==> config.mk <==
export PLATFORM = sky130hd
export DESIGN_NAME = expr_tokenizer_flat
export DESIGN_NICKNAME = d
export VERILOG_FILES = /design/src/rtl/expr_tokenizer_if.sv /design/src/rtl/expr_tokenizer.sv /design/src/flat_wrapper.sv
export SDC_FILE = /design/constraint.sdc
export NUM_CORES = 1
export LEC_CHECK = 0
export CAP_MARGIN = 15
export CELL_PAD_IN_SITES_DETAIL_PLACEMENT = 1
export CELL_PAD_IN_SITES_GLOBAL_PLACEMENT = 2
export CORE_UTILIZATION = 35
export DETAILED_ROUTE_END_ITERATION = 7
export PLACE_DENSITY_LB_ADDON = 0.05
export SLEW_MARGIN = 5
export SYNTH_ARGS = -nofsm -noshare
export SYNTH_HDL_FRONTEND = slang
export SYNTH_SLANG_ARGS = --single-unit
==> constraint.sdc <==
create_clock -name clk -period 11 [get_ports clk]
set_input_delay 2.75 -clock clk [delete_from_list [all_inputs] [get_ports clk]]
set_output_delay 2.75 -clock clk [all_outputs]
set_load 0.02 [all_outputs]
==> src/rtl/expr_tokenizer_if.sv <==
// rtl/expr_tokenizer_if.sv - byte-in / token-out handshake bundle for expr_tokenizer
// Signals: in_valid/in_ready/in_data carry ASCII bytes into the lexer;
//          tok_valid/tok_ready/tok_type/tok_value/tok_last carry tokens out.
// Modports: master = byte source and token sink, slave = the lexer.
interface expr_tokenizer_if #(
  parameter int WIDTH = 32
);
  logic             in_valid;
  logic             in_ready;
  logic [7:0]       in_data;
  logic             tok_valid;
  logic             tok_ready;
  logic [2:0]       tok_type;
  logic [WIDTH-1:0] tok_value;
  logic             tok_last;

  modport master (
    output in_valid, in_data, tok_ready,
    input  in_ready, tok_valid, tok_type, tok_value, tok_last
  );

  modport slave (
    input  in_valid, in_data, tok_ready,
    output in_ready, tok_valid, tok_type, tok_value, tok_last
  );
endinterface

==> src/rtl/expr_tokenizer.sv <==
// rtl/expr_tokenizer.sv - ASCII expression lexer emitting NUM/operator/paren/END/ERR tokens
// Ports: clk; rst (synchronous, active-high);
//        bus (slave): in_valid/in_ready/in_data byte stream in,
//        tok_valid/tok_ready/tok_type/tok_value/tok_last token stream out.
// Token types: 0 NUM, 1 ADD, 2 SUB, 3 MUL, 4 LPAREN, 5 RPAREN, 6 END, 7 ERR.
module expr_tokenizer #(
  parameter int WIDTH = 32
) (
  input logic             clk,
  input logic             rst,
  expr_tokenizer_if.slave bus
);
  localparam logic [2:0] TOK_NUM = 3'd0;
  localparam logic [2:0] TOK_ADD = 3'd1;
  localparam logic [2:0] TOK_SUB = 3'd2;
  localparam logic [2:0] TOK_MUL = 3'd3;
  localparam logic [2:0] TOK_LP  = 3'd4;
  localparam logic [2:0] TOK_RP  = 3'd5;
  localparam logic [2:0] TOK_END = 3'd6;
  localparam logic [2:0] TOK_ERR = 3'd7;

  typedef enum logic [1:0] {
    ST_SCAN,
    ST_NUM,
    ST_SIGN,
    ST_DRAIN
  } state_t;

  state_t           state_q, state_d;
  logic [WIDTH-1:0] acc_q, acc_d;
  logic             neg_q, neg_d;
  logic             expect_q, expect_d;
  logic             pend_valid_q, pend_valid_d;
  logic [7:0]       pend_byte_q, pend_byte_d;

  logic             tok_valid_q;
  logic [2:0]       tok_type_q;
  logic [WIDTH-1:0] tok_value_q;
  logic             tok_last_q;

  logic             emit;
  logic [2:0]       emit_type;
  logic [WIDTH-1:0] emit_value;

  logic             out_free;
  logic             in_ready_w;
  logic             accept;
  logic             use_pend;
  logic             step;
  logic [7:0]       byte_cur;
  logic             is_digit;
  logic [WIDTH-1:0] digit_val;
  logic [WIDTH-1:0] acc_x10;

  assign out_free   = !tok_valid_q || bus.tok_ready;
  // DRAIN never emits, so it can swallow bytes regardless of the output register.
  assign in_ready_w = !rst && ((state_q == ST_DRAIN) || (!pend_valid_q && out_free));
  assign accept     = bus.in_valid && in_ready_w;
  // The delimiter parked behind a NUM token is replayed as a SCAN byte;
  // in_ready is low while it is pending, so it never collides with a new byte.
  assign use_pend   = !rst && pend_valid_q && out_free;
  assign step       = accept || use_pend;
  assign byte_cur   = use_pend ? pend_byte_q : bus.in_data;
  assign is_digit   = (byte_cur >= 8'h30) && (byte_cur <= 8'h39);
  assign digit_val  = WIDTH'(byte_cur - 8'h30);
  assign acc_x10    = (acc_q << 3) + (acc_q << 1);

  always_comb begin
    state_d      = state_q;
    acc_d        = acc_q;
    neg_d        = neg_q;
    expect_d     = expect_q;
    pend_valid_d = pend_valid_q;
    pend_byte_d  = pend_byte_q;
    emit         = 1'b0;
    emit_type    = TOK_NUM;
    emit_value   = '0;

    if (use_pend) begin
      pend_valid_d = 1'b0;
    end

    if (step) begin
      unique case (state_q)
        ST_SCAN: begin
          if (is_digit) begin
            acc_d   = digit_val;
            state_d = ST_NUM;
          end else begin
            unique case (byte_cur)
              8'h20: ;
              8'h2B: begin emit = 1'b1; emit_type = TOK_ADD; end
              8'h2A: begin emit = 1'b1; emit_type = TOK_MUL; end
              8'h28: begin emit = 1'b1; emit_type = TOK_LP;  end
              8'h29: begin emit = 1'b1; emit_type = TOK_RP;  end
              8'h00: begin emit = 1'b1; emit_type = TOK_END; end
              8'h2D: begin
                if (expect_q) begin
                  neg_d   = 1'b1;
                  state_d = ST_SIGN;
                end else begin
                  emit      = 1'b1;
                  emit_type = TOK_SUB;
                end
              end
              default: begin
                emit      = 1'b1;
                emit_type = TOK_ERR;
                acc_d     = '0;
                neg_d     = 1'b0;
                state_d   = ST_DRAIN;
              end
            endcase
          end
        end

        ST_NUM: begin
          if (is_digit) begin
            acc_d = acc_x10 + digit_val;
          end else begin
            emit         = 1'b1;
            emit_type    = TOK_NUM;
            emit_value   = neg_q ? (~acc_q + WIDTH'(1)) : acc_q;
            pend_valid_d = 1'b1;
            pend_byte_d  = byte_cur;
            neg_d        = 1'b0;
            state_d      = ST_SCAN;
          end
        end

        ST_SIGN: begin
          if (is_digit) begin
            acc_d   = digit_val;
            state_d = ST_NUM;
          end else begin
            emit      = 1'b1;
            emit_type = TOK_ERR;
            acc_d     = '0;
            neg_d     = 1'b0;
            // A terminator after the minus already ends the expression.
            state_d   = (byte_cur == 8'h00) ? ST_SCAN : ST_DRAIN;
          end
        end

        ST_DRAIN: begin
          if (byte_cur == 8'h00) begin
            state_d = ST_SCAN;
          end
        end

        default: state_d = ST_SCAN;
      endcase
    end

    if (emit) begin
      expect_d = !((emit_type == TOK_NUM) || (emit_type == TOK_RP));
    end
  end

  always_ff @(posedge clk) begin
    if (rst) begin
      state_q      <= ST_SCAN;
      acc_q        <= '0;
      neg_q        <= 1'b0;
      expect_q     <= 1'b1;
      pend_valid_q <= 1'b0;
      pend_byte_q  <= '0;
      tok_valid_q  <= 1'b0;
      tok_type_q   <= TOK_NUM;
      tok_value_q  <= '0;
      tok_last_q   <= 1'b0;
    end else begin
      state_q      <= state_d;
      acc_q        <= acc_d;
      neg_q        <= neg_d;
      expect_q     <= expect_d;
      pend_valid_q <= pend_valid_d;
      pend_byte_q  <= pend_byte_d;
      // emit only happens when out_free, so loading here never overwrites a held token.
      if (emit) begin
        tok_valid_q <= 1'b1;
        tok_type_q  <= emit_type;
        tok_value_q <= emit_value;
        tok_last_q  <= (emit_type == TOK_END) || (emit_type == TOK_ERR);
      end else if (bus.tok_ready) begin
        tok_valid_q <= 1'b0;
      end
    end
  end

  assign bus.in_ready  = in_ready_w;
  assign bus.tok_valid = tok_valid_q;
  assign bus.tok_type  = tok_type_q;
  assign bus.tok_value = tok_value_q;
  assign bus.tok_last  = tok_last_q;
endmodule

==> src/flat_wrapper.sv <==
// flat-port wrapper written by rule: the top's interface ports become plain ports
module expr_tokenizer_flat 
#(
  parameter int WIDTH = 32
)
  (clk, rst, bus_in_valid, bus_in_data, bus_tok_ready, bus_in_ready, bus_tok_valid, bus_tok_type, bus_tok_value, bus_tok_last);
  expr_tokenizer_if #(.WIDTH(WIDTH)) bus_i ();
  input logic clk;
  input logic rst;
  input wire logic [$bits(bus_i.in_valid)-1:0] bus_in_valid;
  input wire logic [$bits(bus_i.in_data)-1:0] bus_in_data;
  input wire logic [$bits(bus_i.tok_ready)-1:0] bus_tok_ready;
  output wire logic [$bits(bus_i.in_ready)-1:0] bus_in_ready;
  output wire logic [$bits(bus_i.tok_valid)-1:0] bus_tok_valid;
  output wire logic [$bits(bus_i.tok_type)-1:0] bus_tok_type;
  output wire logic [$bits(bus_i.tok_value)-1:0] bus_tok_value;
  output wire logic [$bits(bus_i.tok_last)-1:0] bus_tok_last;
  assign bus_i.in_valid = bus_in_valid;
  assign bus_i.in_data = bus_in_data;
  assign bus_i.tok_ready = bus_tok_ready;
  assign bus_in_ready = bus_i.in_ready;
  assign bus_tok_valid = bus_i.tok_valid;
  assign bus_tok_type = bus_i.tok_type;
  assign bus_tok_value = bus_i.tok_value;
  assign bus_tok_last = bus_i.tok_last;
  expr_tokenizer #(.WIDTH(WIDTH)) u_core (.clk(clk), .rst(rst), .bus(bus_i));
endmodule
==> reports/results.txt <==
Status -> finished, violations left
Failing checks -> design-rule violations
Placed instance area -> 7200 um^2
Slew @ Worst Pin -> 1140 ps
Sink Count -> 82
Achievable Freq -> 125 MHz
Yosys cell types -> 73
Area share of the largest cell type after synthesis -> 25.2%
Final critical-path required period -> 8020 ps
CP Capture Type -> flop
Final hold vios -> 0
Fillcell total -> 2,110
Clock power share -> 40.9%
Die width -> 139 um
Drt first pass iters -> 7
Setup Viol. Count Final -> 0
Cell Rows -> 49
DRC violation count after routing -> 12
Leakage -> 3.06 nW
CTS Buffer Depth -> 2
Area Growth Syn to Fin -> 15.5%
Met2 WL post-DR -> 9.37 mm
WL met1 -> 10.7 mm
Drt wl/cell -> 20.8 um
CTS root buf -> clkbuf_16
Setup Skew -> 15.5 ps
EDFF count, synth -> 0
Synth top cells by count -> 82 x dfxtp_1, 50 x nor2_1, 49 x nand2_1
H-tree levels -> 3
Headroom to the max-slew limit -> 24.1%
Drt via density -> 5.83
Die area -> 19,200 um^2
Combinational share of power -> 22.2%
DRT iter0 DRCs -> 321
Yosys warnings -> 0
RSZ-0062 raised after global routing -> false
Die span in y -> 139 um
CP max FO -> 14
Share of cells above drive strength 1 -> 6.38%
Post-synth top area cell -> dfxtp_1
CP arrival -> 8260 ps
Maximum VDD drop -> 78.6 uV
Mapped Cells -> 751
Post-CTS Setup Bufs -> 0
Asr flop ratio synth -> 0%
WP data required -> 11,240 ps
Register area share after synthesis -> 25.2%
Worst-skew pair later-pin latency -> 360 ps
Initial antenna violation count -> 0
Ranking of synthesized cells by area -> dfxtp_1 25%, fa_1 8.6%, ha_1 7.3%
First-pass GRT wire length -> 34.7 mm
Maxcap violations -> 0
Routed wire length -> 21.1 mm
Pre-CTS setup slack -> 2700 ps
CTS Buf Count -> 9
CTS tree -> done
Sw frac -> 32.0%
Register area -> 1640 um^2
Top routing layer in use -> met4
WS Path Type -> input pin to flop
Ys flop type -> dfxtp_1
Most frequent cell after synthesis -> dfxtp_1
Slew Viols, Final -> 0
Met3 wire length -> 731 um
GP Congestion -> 0.909
Worst setup margin -> 2980 ps
Pwr per Cell Area -> 114 nW/um^2
Vias -> 5,904
Final Instance Area -> 7530 um^2
Syn Nets -> 829
Area of the multi-input gates -> 4610 um^2
Post-CTS sizing -> 0
Min-delay worst type -> flop to flop
Sequential power share -> 37.0%
Int Power -> 0.581 mW
Initial core utilization -> 36.1%
Post-route ant nets -> 0
Port buffer count -> 49
Post-cts hold buffer count -> 0
Inserted Diodes -> 0
Area of the core -> 18,100 um^2
Total GRT Usage -> 22.9%
Clock transition at the registers of the reported paths -> 70 ps
Post-DP HPWL -> 16.1 mm
Flops & latches, synth -> 82
Maximum number of pins on one net before global-route repair -> 33
Syn Area/Cell -> 8.69 um^2
Setup_tns -> 0 ps
GR Overflow Total -> 0
Mapped cell area -> 6520 um^2
Vias in the first global route -> 6,093
Post-layout util -> 41.7%
Fin crit share -> 72.9%
Nets -> 857
Switching pwr -> 0.274 mW
IO Pins -> 50
Critical Path Source Type -> input pin
==> power groups by stage <==
stage,registers [mW],clock network [mW],logic (mW)
after floorplan,0.325,0,0.126
after global placement,0.323,0,0.184
after detailed placement,0.323,0,0.188
after CTS,0.316,0.358,0.189
after global routing,0.317,0.372,0.208
final,0.316,0.350,0.190
==> path summary, 6_finish.rpt <==
check / from / end / slack [ps] / cells after the start
worst min-delay path: u_core.bus.tok_type[2]$_SDFFE_PP0P_ / u_core.bus.tok_type[2]$_SDFFE_PP0P_ / 460 / 1
worst min register to register: u_core.bus.tok_type[2]$_SDFFE_PP0P_ / u_core.bus.tok_type[2]$_SDFFE_PP0P_ / 460 / 1
worst max-delay path: rst / u_core.acc_q[31]$_SDFFE_PP0P_ / 2980 / 14
worst max register to register: u_core.bus.tok_valid$_SDFFE_PP0P_ / u_core.acc_q[31]$_SDFFE_PP0P_ / 5730 / 12
==> registers in the layout, summed over array words and instances (netlist names), 2 cells and up <==
name / count
u_core.bus.tok_type: 3
u_core.bus.tok_value: 32
u_core.acc_q: 32
u_core.pend_byte_q: 8
u_core.state_q: 2
==> logic make-up after synthesis <==
| kind of cell | Yosys count | share of synthesized area [%] |
|---|---|---|
| AOI/OAI and AO/OA | 244 | 27.0 |
| and+or+nand+nor | 216 | 17.7 |
| DFF | 82 | 25.2 |
| buffers and inverters | 72 | 4.47 |
| adders and majority gates | 66 | 15.9 |
| xor gates and xnor gates | 58 | 7.79 |
| muxes | 13 | 2.01 |
==> through the flow <==
step | power (mW) | instances | hold WS [ps]
floorplan | 0.451 | 751 | 446
global placement | 0.506 | 995 | 439
detailed placement | 0.511 | 996 | 446
CTS | 0.864 | 1012 | 463
global route | 0.898 | 1013 | 482
finish | 0.855 | 1013 | 456
==> layer usage <==
metal	track usage [%]	vias up
met4	6.68	0
met1	33.1	2941
met3	2.77	16
met2	35.6	108
met5	0	-
li1	-	2839
==> cell type report <==
cell class	instances	share of cell area, %
inverter	33	1.64
clock buffer	9	2.99
sequential	82	21.8
multi-input combinational	597	61.2
tap	229	3.80
clock inverter	7	1.41
timing repair buffer	56	7.21
==> critical path: stages <==
cell	delay (ps)
clkdlybuf4s50_1	740
nor2b_1	660
nand2_1	420
mux2i_1	420
ha_1	330
fa_1	500
inv_1	40
ha_1	240
a2111oi_0	660
a211oi_1	280
or2_2	400
a2111oi_0	530
or3_1	200
nand3_1	70
==> placed cells by master, fill, tap and decap left out, types with 5 or more instances in the layout <==
master	n
a211o_1	6
a211oi_1	20
a21o_1	18
a21oi_1	46
a22o_1	10
a31oi_1	10
and2_1	6
buf_4	7
clkbuf_16	9
clkdlybuf4s50_1	49
dfxtp_1	82
fa_1	28
ha_1	38
inv_1	33
mux2i_1	12
nand2_1	49
nand2b_1	7
nand3_1	26
nand4_1	6
nor2_1	50
nor2b_1	7
nor3_1	11
nor4_1	5
o21ai_0	39
o21bai_1	5
o22a_1	6
o2bb2ai_1	27
o31ai_1	9
or2_2	6
or3_1	11
or4_1	6
xnor2_1	24
xor2_1	34
Note: power is estimated with default switching activity, not from simulation.
